==> src/rtl/wash_cycle_timer_if.sv <==
// Run/pause control and timer status bundle between the washer FSM and wash_cycle_timer.
// The FSM/front-panel side is the master; the timer block is the slave.
interface wash_cycle_timer_if;
    logic       timer_enable;
    logic       pause_req;
    logic [4:0] timer;
    logic       timer_pause;
    logic       minute_tick;
    logic       timer_ovf;
    logic       pause_expired;

    modport master (
        output timer_enable,
        output pause_req,
        input  timer,
        input  timer_pause,
        input  minute_tick,
        input  timer_ovf,
        input  pause_expired
    );

    modport slave (
        input  timer_enable,
        input  pause_req,
        output timer,
        output timer_pause,
        output minute_tick,
        output timer_ovf,
        output pause_expired
    );
endinterface

==> src/rtl/wash_cycle_timer.sv <==
// Minute-tick timebase with pause toggle for the washer sequencer.
// Optional macro WASH_PAUSE_TIMEOUT_EN adds auto-resume after MAX_PAUSE_MIN minutes paused.
module wash_cycle_timer #(
    parameter int CYCLES_PER_MIN = 60,
    parameter int PRESC_W        = 16,
    parameter int TIMER_MAX      = 31,
    parameter int MAX_PAUSE_MIN  = 3
) (
    input  logic               clk,
    input  logic               rst,
    wash_cycle_timer_if.slave  bus
);
    if (CYCLES_PER_MIN < 2 || (64'd1 << PRESC_W) < 64'(CYCLES_PER_MIN)) begin : g_bad_presc
        $error("wash_cycle_timer: invalid CYCLES_PER_MIN/PRESC_W");
    end
    if (TIMER_MAX > 31 || TIMER_MAX < 1 || MAX_PAUSE_MIN < 1) begin : g_bad_limits
        $error("wash_cycle_timer: invalid TIMER_MAX/MAX_PAUSE_MIN");
    end

    typedef enum logic [1:0] {IDLE, RUN, PAUSED, SAT} state_t;

    state_t               state_q, state_d;
    logic [PRESC_W-1:0]   presc_q, presc_d;
    logic [4:0]           timer_q, timer_d;
    logic                 timer_pause_q, timer_pause_d;
    logic                 minute_tick_q, minute_tick_d;
    logic                 timer_ovf_q, timer_ovf_d;
    logic                 pause_req_q;
    logic                 pr_edge;
    logic                 wrap;

    assign pr_edge = bus.pause_req & ~pause_req_q;
    assign wrap    = (presc_q == PRESC_W'(CYCLES_PER_MIN - 1));

`ifdef WASH_PAUSE_TIMEOUT_EN
    localparam int PM_W = $clog2(MAX_PAUSE_MIN + 1);
    logic [PRESC_W-1:0] pp_q, pp_d;
    logic [PM_W-1:0]    pm_q, pm_d;
    logic               pause_expired_q, pause_expired_d;
`endif

    always_comb begin
        state_d       = state_q;
        presc_d       = presc_q;
        timer_d       = timer_q;
        minute_tick_d = 1'b0;
        timer_ovf_d   = timer_ovf_q;
`ifdef WASH_PAUSE_TIMEOUT_EN
        pp_d            = '0;
        pm_d            = '0;
        pause_expired_d = 1'b0;
`endif
        case (state_q)
            IDLE: begin
                timer_d = '0;
                presc_d = '0;
                if (bus.timer_enable) begin
                    state_d     = RUN;
                    timer_ovf_d = 1'b0;
                end
            end
            RUN: begin
                if (wrap) begin
                    presc_d = '0;
                    if (timer_q < 5'(TIMER_MAX)) begin
                        timer_d       = timer_q + 5'd1;
                        minute_tick_d = 1'b1;
                        if (pr_edge) state_d = PAUSED;
                    end else begin
                        timer_ovf_d = 1'b1;
                        state_d     = SAT;
                    end
                end else if (pr_edge) begin
                    // Partial minute is held so resume continues where it left off.
                    state_d = PAUSED;
                end else begin
                    presc_d = presc_q + 1'b1;
                end
            end
            PAUSED: begin
                if (pr_edge) begin
                    state_d = RUN;
                end
`ifdef WASH_PAUSE_TIMEOUT_EN
                else if (pp_q == PRESC_W'(CYCLES_PER_MIN - 1)) begin
                    if (pm_q == PM_W'(MAX_PAUSE_MIN - 1)) begin
                        state_d         = RUN;
                        pause_expired_d = 1'b1;
                    end else begin
                        pm_d = pm_q + 1'b1;
                    end
                end else begin
                    pp_d = pp_q + 1'b1;
                    pm_d = pm_q;
                end
`endif
            end
            SAT: begin
                timer_d     = 5'(TIMER_MAX);
                timer_ovf_d = 1'b1;
            end
            default: state_d = IDLE;
        endcase

        if (!bus.timer_enable && state_q != IDLE) begin
            state_d       = IDLE;
            timer_d       = '0;
            presc_d       = '0;
            minute_tick_d = 1'b0;
`ifdef WASH_PAUSE_TIMEOUT_EN
            pause_expired_d = 1'b0;
`endif
        end
        timer_pause_d = (state_d == PAUSED);
    end

    always_ff @(posedge clk) begin
        if (rst) begin
            state_q       <= IDLE;
            presc_q       <= '0;
            timer_q       <= '0;
            timer_pause_q <= 1'b0;
            minute_tick_q <= 1'b0;
            timer_ovf_q   <= 1'b0;
            pause_req_q   <= 1'b0;
`ifdef WASH_PAUSE_TIMEOUT_EN
            pp_q            <= '0;
            pm_q            <= '0;
            pause_expired_q <= 1'b0;
`endif
        end else begin
            state_q       <= state_d;
            presc_q       <= presc_d;
            timer_q       <= timer_d;
            timer_pause_q <= timer_pause_d;
            minute_tick_q <= minute_tick_d;
            timer_ovf_q   <= timer_ovf_d;
            pause_req_q   <= bus.pause_req;
`ifdef WASH_PAUSE_TIMEOUT_EN
            pp_q            <= pp_d;
            pm_q            <= pm_d;
            pause_expired_q <= pause_expired_d;
`endif
        end
    end

    assign bus.timer       = timer_q;
    assign bus.timer_pause = timer_pause_q;
    assign bus.minute_tick = minute_tick_q;
    assign bus.timer_ovf   = timer_ovf_q;
`ifdef WASH_PAUSE_TIMEOUT_EN
    assign bus.pause_expired = pause_expired_q;
`else
    assign bus.pause_expired = 1'b0;
`endif
endmodule

==> src/flat_wrapper.sv <==
// flat-port wrapper written by rule: the top's interface ports become plain ports
module wash_cycle_timer_flat 
#(
    parameter int CYCLES_PER_MIN = 60,
    parameter int PRESC_W        = 16,
    parameter int TIMER_MAX      = 31,
    parameter int MAX_PAUSE_MIN  = 3
)
  (clk, rst, bus_timer_enable, bus_pause_req, bus_timer, bus_timer_pause, bus_minute_tick, bus_timer_ovf, bus_pause_expired);
  wash_cycle_timer_if bus_i ();
  input  logic clk;
  input  logic rst;
  input wire logic [$bits(bus_i.timer_enable)-1:0] bus_timer_enable;
  input wire logic [$bits(bus_i.pause_req)-1:0] bus_pause_req;
  output wire logic [$bits(bus_i.timer)-1:0] bus_timer;
  output wire logic [$bits(bus_i.timer_pause)-1:0] bus_timer_pause;
  output wire logic [$bits(bus_i.minute_tick)-1:0] bus_minute_tick;
  output wire logic [$bits(bus_i.timer_ovf)-1:0] bus_timer_ovf;
  output wire logic [$bits(bus_i.pause_expired)-1:0] bus_pause_expired;
  assign bus_i.timer_enable = bus_timer_enable;
  assign bus_i.pause_req = bus_pause_req;
  assign bus_timer = bus_i.timer;
  assign bus_timer_pause = bus_i.timer_pause;
  assign bus_minute_tick = bus_i.minute_tick;
  assign bus_timer_ovf = bus_i.timer_ovf;
  assign bus_pause_expired = bus_i.pause_expired;
  wash_cycle_timer #(.CYCLES_PER_MIN(CYCLES_PER_MIN), .PRESC_W(PRESC_W), .TIMER_MAX(TIMER_MAX), .MAX_PAUSE_MIN(MAX_PAUSE_MIN)) u_core (.clk(clk), .rst(rst), .bus(bus_i));
endmodule
==> config.mk <==
export PLATFORM = sky130hd
export DESIGN_NAME = wash_cycle_timer_flat
export DESIGN_NICKNAME = d
export VERILOG_FILES = /design/src/rtl/wash_cycle_timer_if.sv /design/src/rtl/wash_cycle_timer.sv /design/src/flat_wrapper.sv
export SDC_FILE = /design/constraint.sdc
export NUM_CORES = 1
export LEC_CHECK = 0
export CAP_MARGIN = 20
export CORE_MARGIN = 5
export CORE_UTILIZATION = 40
export DETAILED_ROUTE_END_ITERATION = 12
export PLACE_DENSITY_LB_ADDON = 0.1
export SLEW_MARGIN = 20
export SYNTH_ARGS = -nofsm -noshare
export SYNTH_HDL_FRONTEND = slang
export SYNTH_SLANG_ARGS = --single-unit
==> constraint.sdc <==
create_clock -name clk -period 3.8 [get_ports clk]
set_clock_uncertainty 0.2 [all_clocks]
set_input_delay 0.57 -clock clk [delete_from_list [all_inputs] [get_ports clk]]
set_output_delay 0.57 -clock clk [all_outputs]
set_load 0.05 [all_outputs]
==> results of run 1 <==
==> Yosys cell counts <==
library cell  count
a211oi_1          4
a21oi_1          10
a31oi_1           7
a32oi_1           1
a41oi_1           2
and3_1            4
and3b_1           1
and4_1            2
buf_4             1
clkbuf_1          7
conb_1            1
dfxtp_1          27
ha_1              2
inv_1             5
mux2i_1           1
nand2_1          13
nand2b_1          1
nand3_1           5
nand3b_1          2
nand4_1           4
nor2_1           19
nor2b_1           1
nor3_1            6
nor3b_1           2
nor4_1            1
nor4_2            1
o2111ai_1         2
o211ai_1          1
o21ai_0          12
o21ai_4           1
o21ba_2           1
o221a_2           2
o32a_1            1
o32ai_1           1
o41ai_4           1
or2_2             1
or3_1             2
or3_2             1
or4_1             1
or4_2             1
or4_4             2
xnor2_1           1
xor2_1            7
==> power by group <==
part,leakage [nW],switching (mW),internal (mW)
clock,0.0139,0.0862,0.0402
combinational,0.265,0.0266,0.0131
sequential,0.218,0.00475,0.286
total,0.497,0.118,0.339
==> kinds of logic after synthesis <==
group | synth area share, %
simple gates | 26.80
compound gates | 23.43
flops | 38.33
buf+inv | 3.727
xor+xnor | 4.969
fa+ha+maj | 1.774
other cells | 0.2659
mux | 0.7099
==> worst max path at each step <==
| stage | slack, ns | depth (start not counted) | to |
|---|---|---|---|
| global placement | 1.09 | 5 | u_core.presc_q[9]$_SDFFE_PP0P_ |
| floorplan | 1.20 | 5 | u_core.presc_q[9]$_SDFFE_PP0P_ |
| global route | 0.87 | 5 | u_core.presc_q[9]$_SDFFE_PP0P_ |
| detailed placement | 0.94 | 5 | u_core.presc_q[15]$_SDFFE_PP0P_ |
| finish | 0.98 | 5 | u_core.presc_q[9]$_SDFFE_PP0P_ |
| CTS | 0.99 | 5 | u_core.presc_q[9]$_SDFFE_PP0P_ |
==> per-layer routing <==
metal | vias to the layer above | track usage [%]
li1 | 638 | -
met1 | 598 | 19.86
met2 | 35 | 20.13
met3 | 6 | 1.884
met4 | 0 | 5.206
met5 | - | 0
==> layout make-up <==
cell class                 instances  area (sq um)  share of cell area (%)
clock buffer                       3         22.52                   1.431
clock inverter                     1         7.507                  0.4769
timing repair buffer              11         110.1                   6.995
multi-input combinational        128         817.0                   51.91
tap                               46         57.56                   3.657
sequential                        27         540.5                   34.34
inverter                           5         18.77                   1.192
==> stage by stage <==
step | instance area [sq um] | power, mW | util, % | setup WS, ns | hold slack [ns]
2_1_floorplan | 1410 | 0.3258 | - | 1.203 | 0.2314
3_3_place_gp | 1544 | 0.3354 | 45.91 | 1.089 | 0.2504
3_5_place_dp | 1544 | 0.3359 | 45.91 | 0.9376 | 0.2598
4_1_cts | 1574 | 0.4677 | 46.80 | 0.9867 | 0.2802
5_1_grt | 1574 | 0.4817 | 46.80 | 0.8748 | 0.3081
6_report | 1574 | 0.4567 | 46.80 | 0.9843 | 0.2748
==> registers in the layout, indices dropped and copies added (netlist names) <==
signal / flops
u_core.bus.timer: 5
u_core.state_q: 2
u_core.presc_q: 16
u_core.pause_req_q: 1
u_core.bus.minute_tick: 1
u_core.bus.timer_pause: 1
u_core.bus.timer_ovf: 1
==> cells in the final DEF, fill, tap and decap left out, types with 3 or more instances in the layout <==
master	Yosys	final
clkdlybuf4s50_1	0	11
nor3_1	6	6
a211oi_1	4	4
a31oi_1	7	7
nand4_1	4	4
nand2_1	13	13
inv_1	5	5
and3_1	4	4
xor2_1	7	7
clkbuf_4	0	3
nand3_1	5	5
nor2_1	19	19
o21ai_0	12	12
a21oi_1	10	10
dfxtp_1	27	27
==> results.sh, run 1 <==
export IMPL_critPathSlowestCell="o41ai_4"
export IMPL_syn_to_final_growth_pct=11.62
export IMPL_r2r_start="u_core.presc_q[7]$_SDFFE_PP0P_"
export IMPL_hold_end="u_core.presc_q[15]$_SDFFE_PP0P_"
export IMPL_synth_seq_cells=27
export IMPL_drt_iter0_drc=81
export IMPL_grt_pass1_wl_mm=5.540
export IMPL_cts_hold_buf=0
export IMPL_die_area_sq_um=4813
export IMPL_hold_violations=0
export IMPL_avgSynthCellArea_sq_um=8.393
export IMPL_setup_viol=0
export IMPL_r2r_slack_ns=0.98
export IMPL_cp_cell_sequence="or4_4 -> o41ai_4 -> o21ai_4 -> or4_1 -> a211oi_1"
export IMPL_met3WireLength_um=142
export IMPL_synth_area_leader_cell="dfxtp_1"
export IMPL_synth_warnings=0
export IMPL_r2r_worst_path_cells=5
export IMPL_cts_setup_buffers=0
export IMPL_min_from="u_core.presc_q[15]$_SDFFE_PP0P_"
export IMPL_ant_nets=0
export IMPL_yosysUniqueCellTypes=43
export IMPL_grt_use_total_pct=13.63
export IMPL_routed_wl_mm=3.213
export IMPL_critPathCaptureType="flop"
export IMPL_h_tree_depth=1
export IMPL_drt_met1_wl_mm=1.629
export IMPL_port_buffers=11
export IMPL_crit_type="reg -> reg"
export IMPL_io_pins=13
export IMPL_fillCellCount=355
export IMPL_syn_area_sq_um=1410
export IMPL_core_area_sq_um=3363
export IMPL_max_freq_ghz=0.3552
export IMPL_final_layout_size_suffix_gt1_share_pct=8.571
export IMPL_clk_latency_ns=0.33
export IMPL_grt_setup_unrepaired="no"
export IMPL_viasPerCell=5.778
export IMPL_grt_max_degree=18
export IMPL_antennaDiodeCount=0
export IMPL_min_period_ns=2.816
export IMPL_finalMaxSlewViolations=0
export IMPL_tns_ns=0
export IMPL_synth_area_leaders="dfxtp_1 (38%), nor2_1 (5.1%), xor2_1 (4.3%)"
export IMPL_top_layer="met4"
export IMPL_cpLargestDelayFamily="simple AND/OR/NAND/NOR gates"
export IMPL_powerDensity_nw_per_um2=290.2
export IMPL_syn_nets=174
export IMPL_finalNetCount=182
export IMPL_worstHoldPathCells=1
export IMPL_grt_overflow_total=0
export IMPL_cts_path_max_buffers=2
export IMPL_arrival_ns=2.87
export IMPL_gp_congestion=0.7789
export IMPL_worst_path_largest_cell_delay_ns=0.66
export IMPL_hold_class="reg -> reg"
export IMPL_cap_violations=0
export IMPL_antenna_found_initial=0
export IMPL_cp_start_kind="flop"
export IMPL_vias=1277
export IMPL_worst_r2r_endpoint="u_core.presc_q[9]$_SDFFE_PP0P_"
export IMPL_grt_pass1_vias=1177
export IMPL_max_slew_margin_pct=42.52
export IMPL_wl_met2_mm=1.380
export IMPL_synth_top_area_share_pct=38.33
export IMPL_initial_core_util_pct=41.93
export IMPL_tightest_slew_ns=0.8603
export IMPL_cts_clk_slew_worst_paths_ns=0.14
export IMPL_cts_resized=0
export IMPL_dp_hpwl_mm=2.331
export IMPL_vdd_drop_max_uv=183.2
export IMPL_firstDrtPassIters=4
export IMPL_cp_num_buf_inv=0
export IMPL_cts_root_buf="clkbuf_4"
export IMPL_leakagePower_nw=0.4970
export IMPL_cts_sinks=27
export IMPL_dp_cells=217
export IMPL_status="finished, final reports clean"
export IMPL_crit_required_ns=3.85
export IMPL_die_h_um=69.38
export IMPL_min_period_over_period_pct=74.10
export IMPL_cts_tree="yes"
export IMPL_fp_dieW_um=69.38
export IMPL_cp_startpoint="u_core.presc_q[7]$_SDFFE_PP0P_"
export IMPL_final_cells=221
export IMPL_seq_area_frac_synth_pct=38.33
export IMPL_wire_per_inst_um=14.54
export IMPL_cp_max_fo=10
export IMPL_row_count=21
export IMPL_drc_errors=0
export IMPL_cts_buffers=3
export IMPL_synth_cells=168
Note: power is estimated with default switching activity, not from simulation.
==> run 2, diff against run 1 <==
Clock period 3.8 ns to 2.95 ns, I/O delays scaled along.
==> run 2 against run 1 <==
  * Register-to-register slack worse by 0.67 ns
  * Clock-buffer cell count stayed put
  * First-iteration DRC count is 46% higher
  * Wire length is 2.6% higher
  * Setup slack worse by 0.67 ns
  * Fmax is 6.9% higher
  * Via count is 2.7% higher
  * Critical path type unchanged
  * Largest power group unchanged
  * Highest routed layer unchanged
==> results.sh, run 2 (synthesized netlist as in run 1, its figures left out) <==
export IMPL_grt_overflow_total=0
export IMPL_wl_met2_mm=1.501
export IMPL_seq_power_share_pct=62.6
export IMPL_r2r_worst_path_cells=5
export IMPL_min_from="u_core.presc_q[15]$_SDFFE_PP0P_"
export IMPL_finalNetCount=186
export IMPL_top_layer="met4"
export IMPL_syn_to_final_growth_pct=13.75
export IMPL_swShare_pct=26.43
export IMPL_dp_cells=221
export IMPL_cap_violations=0
export IMPL_layout_common_cells="dfxtp_1 (27), nor2_1 (19), nand2_1 (13)"
export IMPL_leakagePower_nw=0.5169
export IMPL_vias=1312
export IMPL_grt_max_degree=18
export IMPL_h_tree_depth=1
export IMPL_tns_ns=0
export IMPL_worstHoldPathCells=1
export IMPL_worst_r2r_endpoint="u_core.presc_q[9]$_SDFFE_PP0P_"
export IMPL_gp_congestion=0.8215
export IMPL_regMostFlops="u_core.presc_q"
export IMPL_cp_start_kind="flop"
export IMPL_cts_root_buf="clkbuf_4"
export IMPL_io_pins=13
export IMPL_die_h_um=69.38
export IMPL_core_area_sq_um=3363
export IMPL_grt_setup_unrepaired="no"
export IMPL_max_slew_margin_pct=61.29
export IMPL_post_place_ws_ns=0.3770
export IMPL_cts_tree="yes"
export IMPL_hold_violations=0
export IMPL_hold_class="reg -> reg"
export IMPL_ant_nets=0
export IMPL_cts_resized=0
export IMPL_r2r_slack_ns=0.32
export IMPL_fillCellCount=365
export IMPL_firstDrtPassIters=4
export IMPL_viasPerCell=5.831
export IMPL_cts_buffers=3
export IMPL_cts_clk_slew_worst_paths_ns=0.16
export IMPL_setup_viol=0
export IMPL_drt_met1_wl_mm=1.597
export IMPL_met3WireLength_um=165
export IMPL_vdd_drop_max_uv=213.0
export IMPL_critPathCaptureType="flop"
export IMPL_crit_type="reg -> reg"
export IMPL_grt_pass1_vias=1124
export IMPL_min_period_ns=2.634
export IMPL_finalMaxSlewViolations=0
export IMPL_powerDensity_nw_per_um2=372.9
export IMPL_largest_register_ffs=16
export IMPL_final_layout_size_suffix_gt1_share_pct=10.61
export IMPL_cts_path_max_buffers=2
export IMPL_tightest_slew_ns=0.5799
export IMPL_hold_end="u_core.presc_q[15]$_SDFFE_PP0P_"
export IMPL_die_area_sq_um=4813
export IMPL_cp_max_fo=9
export IMPL_r2r_start="u_core.presc_q[7]$_SDFFE_PP0P_"
export IMPL_drc_errors=0
export IMPL_fp_dieW_um=69.38
export IMPL_pwr_share_clk_pct=28.1
export IMPL_min_period_over_period_pct=89.30
export IMPL_layout_commonest_cell="dfxtp_1"
export IMPL_row_count=21
export IMPL_port_buffers=11
export IMPL_dp_hpwl_mm=2.370
export IMPL_intPower_mw=0.4400
export IMPL_initial_core_util_pct=41.93
export IMPL_cts_sinks=27
export IMPL_finalPower_mw=0.5981
export IMPL_status="finished, final reports clean"
export IMPL_crit_required_ns=3.01
export IMPL_max_freq_ghz=0.3796
export IMPL_final_util_pct=47.69
export IMPL_arrival_ns=2.70
export IMPL_cts_hold_buf=0
export IMPL_antenna_found_initial=0
export IMPL_routed_wl_mm=3.297
export IMPL_antennaDiodeCount=0
export IMPL_grt_pass1_wl_mm=5.471
export IMPL_power_switching_mw=0.1581
export IMPL_wire_per_inst_um=14.65
export IMPL_p_comb_share_pct=9.3
export IMPL_cts_setup_buffers=0
export IMPL_clk_latency_ns=0.33
export IMPL_grt_use_total_pct=13.44
export IMPL_setup_ws_ns=0.3156
export IMPL_final_cells=225
export IMPL_drt_iter0_drc=118
[run 2: power groups by stage]
stage          sequential (mW)  combinational [mW]  clock, mW
2_1_floorplan            0.381              0.0388          0
3_3_place_gp             0.382              0.0555          0
3_5_place_dp             0.382              0.0556          0
4_1_cts                  0.375              0.0557      0.179
5_1_grt                  0.376              0.0610      0.190
6_report                 0.374              0.0554      0.168
[run 2: how the worst max path moves through the flow]
| stage | startpoint | endpoint | slack, ns | cells past startpoint |
|---|---|---|---|---|
| 6_report | u_core.presc_q[7]$_SDFFE_PP0P_ | u_core.presc_q[9]$_SDFFE_PP0P_ | 0.32 | 5 |
| 5_1_grt | u_core.presc_q[7]$_SDFFE_PP0P_ | u_core.presc_q[9]$_SDFFE_PP0P_ | 0.29 | 5 |
| 4_1_cts | u_core.presc_q[7]$_SDFFE_PP0P_ | u_core.presc_q[9]$_SDFFE_PP0P_ | 0.33 | 5 |
| 3_5_place_dp | u_core.presc_q[7]$_SDFFE_PP0P_ | u_core.presc_q[9]$_SDFFE_PP0P_ | 0.38 | 5 |
| 3_3_place_gp | u_core.presc_q[7]$_SDFFE_PP0P_ | u_core.presc_q[9]$_SDFFE_PP0P_ | 0.45 | 5 |
| 2_1_floorplan | u_core.presc_q[7]$_SDFFE_PP0P_ | u_core.presc_q[9]$_SDFFE_PP0P_ | 0.35 | 5 |
[run 2: stage by stage]
| step | cell area [sq um] | hold slack [ns] |
|---|---|---|
| after global placement | 1574 | 0.2593 |
| final | 1604 | 0.2892 |
| after floorplan | 1410 | 0.2314 |
| after global routing | 1604 | 0.3113 |
| after detailed placement | 1574 | 0.2690 |
| after CTS | 1604 | 0.2927 |
[run 2: per-layer routing]
| layer | global-route usage [%] | vias to the layer above |
|---|---|---|
| met5 | 0 | - |
| met4 | 4.121 | 0 |
| met3 | 1.739 | 4 |
| met2 | 20.76 | 34 |
| met1 | 19.28 | 629 |
| li1 | - | 645 |
[run 2: critical path: stages (launching register included)]
cell      delay, ns
dfxtp_1        0.39
or4_4          0.58
o41ai_4        0.45
o21ai_4        0.14
or4_1          0.55
a211oi_1       0.25
[run 2: area by class of cell]
type	instances	area (sq um)	share of cell area, %
inverter	5	18.77	1.170
tap	46	57.56	3.588
clock inverter	1	7.507	0.4680
multi-input combinational	128	817.0	50.94
timing repair buffer	15	140.1	8.736
sequential	27	540.5	33.70
clock buffer	3	22.52	1.404
==> run 3, diff against run 2 <==
Clock period 2.95 ns to 3.09 ns, I/O delays scaled along.
==> run 3 against run 2 <==
  * Combinational power fell by 3.6%
  * Hold slack improved by 0.010 ns
  * Largest cell class unchanged
  * Clock-buffer cell count did not move
==> results.sh, run 3 (synthesized netlist as in run 1, its figures left out) <==
export IMPL_status="finished, final reports clean"
export IMPL_die_area_sq_um=4813
export IMPL_h_tree_depth=1
export IMPL_met3WireLength_um=89
export IMPL_initial_core_util_pct=41.93
export IMPL_drt_iter0_drc=104
export IMPL_place_area_sq_um=1574
export IMPL_vdd_drop_max_uv=203.6
export IMPL_port_buffers=11
export IMPL_pwr_share_clk_pct=27.5
export IMPL_intPower_mw=0.4199
export IMPL_finalNetCount=186
export IMPL_cts_path_max_buffers=2
export IMPL_layout_commonest_cell="dfxtp_1"
export IMPL_cts_hold_buf=0
export IMPL_fin_area_sq_um=1604
export IMPL_leakagePower_nw=0.5169
export IMPL_cts_clk_slew_worst_paths_ns=0.15
export IMPL_tns_ns=0
export IMPL_grt_setup_unrepaired="no"
export IMPL_io_pins=13
export IMPL_cts_buffers=3
export IMPL_critPathCaptureType="flop"
export IMPL_hold_violations=0
export IMPL_max_slew_margin_pct=60.05
export IMPL_cap_violations=0
export IMPL_finalMaxSlewViolations=0
export IMPL_routed_wl_mm=3.316
export IMPL_layout_common_cells="dfxtp_1 (27), nor2_1 (19), nand2_1 (13)"
export IMPL_top_layer="met4"
export IMPL_swShare_pct=25.89
export IMPL_antenna_found_initial=0
export IMPL_powerDensity_nw_per_um2=353.3
export IMPL_wire_per_inst_um=14.74
export IMPL_dp_hpwl_mm=2.396
export IMPL_final_layout_size_suffix_gt1_share_pct=10.61
export IMPL_arrival_ns=2.67
export IMPL_grt_pass1_wl_mm=5.451
export IMPL_gp_congestion=0.8216
export IMPL_p_comb_share_pct=9.4
export IMPL_grt_use_total_pct=13.54
export IMPL_die_h_um=69.38
export IMPL_grt_overflow_total=0
export IMPL_min_period_ns=2.619
export IMPL_finalPower_mw=0.5666
export IMPL_antennaDiodeCount=0
export IMPL_grt_pass1_vias=1117
export IMPL_seq_power_share_pct=63.1
export IMPL_cp_start_kind="flop"
export IMPL_regMostFlops="u_core.presc_q"
export IMPL_syn_to_final_growth_pct=13.75
export IMPL_crit_required_ns=3.14
export IMPL_drt_met1_wl_mm=1.698
export IMPL_fp_dieW_um=69.38
export IMPL_vias=1308
export IMPL_cts_resized=0
export IMPL_viasPerCell=5.813
export IMPL_ant_nets=0
export IMPL_cts_sinks=27
export IMPL_crit_type="reg -> reg"
export IMPL_fillCellCount=373
export IMPL_post_place_ws_ns=0.5177
export IMPL_drc_errors=0
export IMPL_hold_class="reg -> reg"
export IMPL_grt_max_degree=18
export IMPL_firstDrtPassIters=4
export IMPL_cp_max_fo=9
export IMPL_setup_ws_ns=0.4709
export IMPL_clk_latency_ns=0.32
export IMPL_cts_root_buf="clkbuf_4"
export IMPL_cts_tree="yes"
export IMPL_setup_viol=0
export IMPL_cts_setup_buffers=0
export IMPL_row_count=21
export IMPL_power_switching_mw=0.1467
export IMPL_wl_met2_mm=1.508
export IMPL_core_area_sq_um=3363
export IMPL_final_util_pct=47.69
export IMPL_largest_register_ffs=16
export IMPL_max_freq_ghz=0.3818
export IMPL_min_period_over_period_pct=84.76
export IMPL_tightest_slew_ns=0.5947
==> run 3: cell counts in the layout (fill, tap and decap cells not counted) <==
Identical to the previous run, type by type.
==> run 3: worst max-delay path, stage by stage (launching register included) <==
cell and delay, ns:
dfxtp_1 0.38, or4_4 0.58, o41ai_4 0.45, o21ai_4 0.13, or4_1 0.55, a211oi_1 0.25
==> run 3: stage by stage <==
step           std cells  hold slack [ns]
4_1_cts              225           0.2982
2_1_floorplan        168           0.2314
5_1_grt              225           0.3119
3_3_place_gp         221           0.2593
6_report             225           0.2996
3_5_place_dp         221           0.2743
==> run 3: power by group through the flow <==
stage          Clock, mW  Combinational, mW  Sequential [mW]
5_1_grt            0.188             0.0586            0.359
4_1_cts            0.169             0.0535            0.357
3_5_place_dp           0             0.0533            0.365
3_3_place_gp           0             0.0530            0.365
2_1_floorplan          0             0.0370            0.364
6_report           0.156             0.0534            0.357
==> run 3: per-layer routing <==
| layer | track usage, % | vias to the layer above |
|---|---|---|
| met1 | 20.02 | 638 |
| met4 | 4.338 | 0 |
| met5 | 0 | - |
| met3 | 2.174 | 2 |
| li1 | - | 648 |
| met2 | 19.81 | 20 |
==> run 3: final cells by class <==
type / count / area, sq um / share of cell area (%)
Clock buffer: 3 / 22.52 / 1.404
Clock inverter: 1 / 7.507 / 0.4680
Multi-Input combinational cell: 128 / 817.0 / 50.94
Inverter: 5 / 18.77 / 1.170
Tap cell: 46 / 57.56 / 3.588
Sequential cell: 27 / 540.5 / 33.70
Timing Repair Buffer: 15 / 140.1 / 8.736
==> run 3: path summary, 6_finish.rpt <==
| kind | from | cells after the start | endpoint | slack (ns) |
|---|---|---|---|---|
| max | u_core.presc_q[7]$_SDFFE_PP0P_ | 5 | u_core.presc_q[9]$_SDFFE_PP0P_ | 0.47 |
| max reg2reg | u_core.presc_q[7]$_SDFFE_PP0P_ | 5 | u_core.presc_q[9]$_SDFFE_PP0P_ | 0.47 |
| min | u_core.presc_q[15]$_SDFFE_PP0P_ | 1 | u_core.presc_q[15]$_SDFFE_PP0P_ | 0.30 |
| min reg2reg | u_core.presc_q[15]$_SDFFE_PP0P_ | 1 | u_core.presc_q[15]$_SDFFE_PP0P_ | 0.30 |
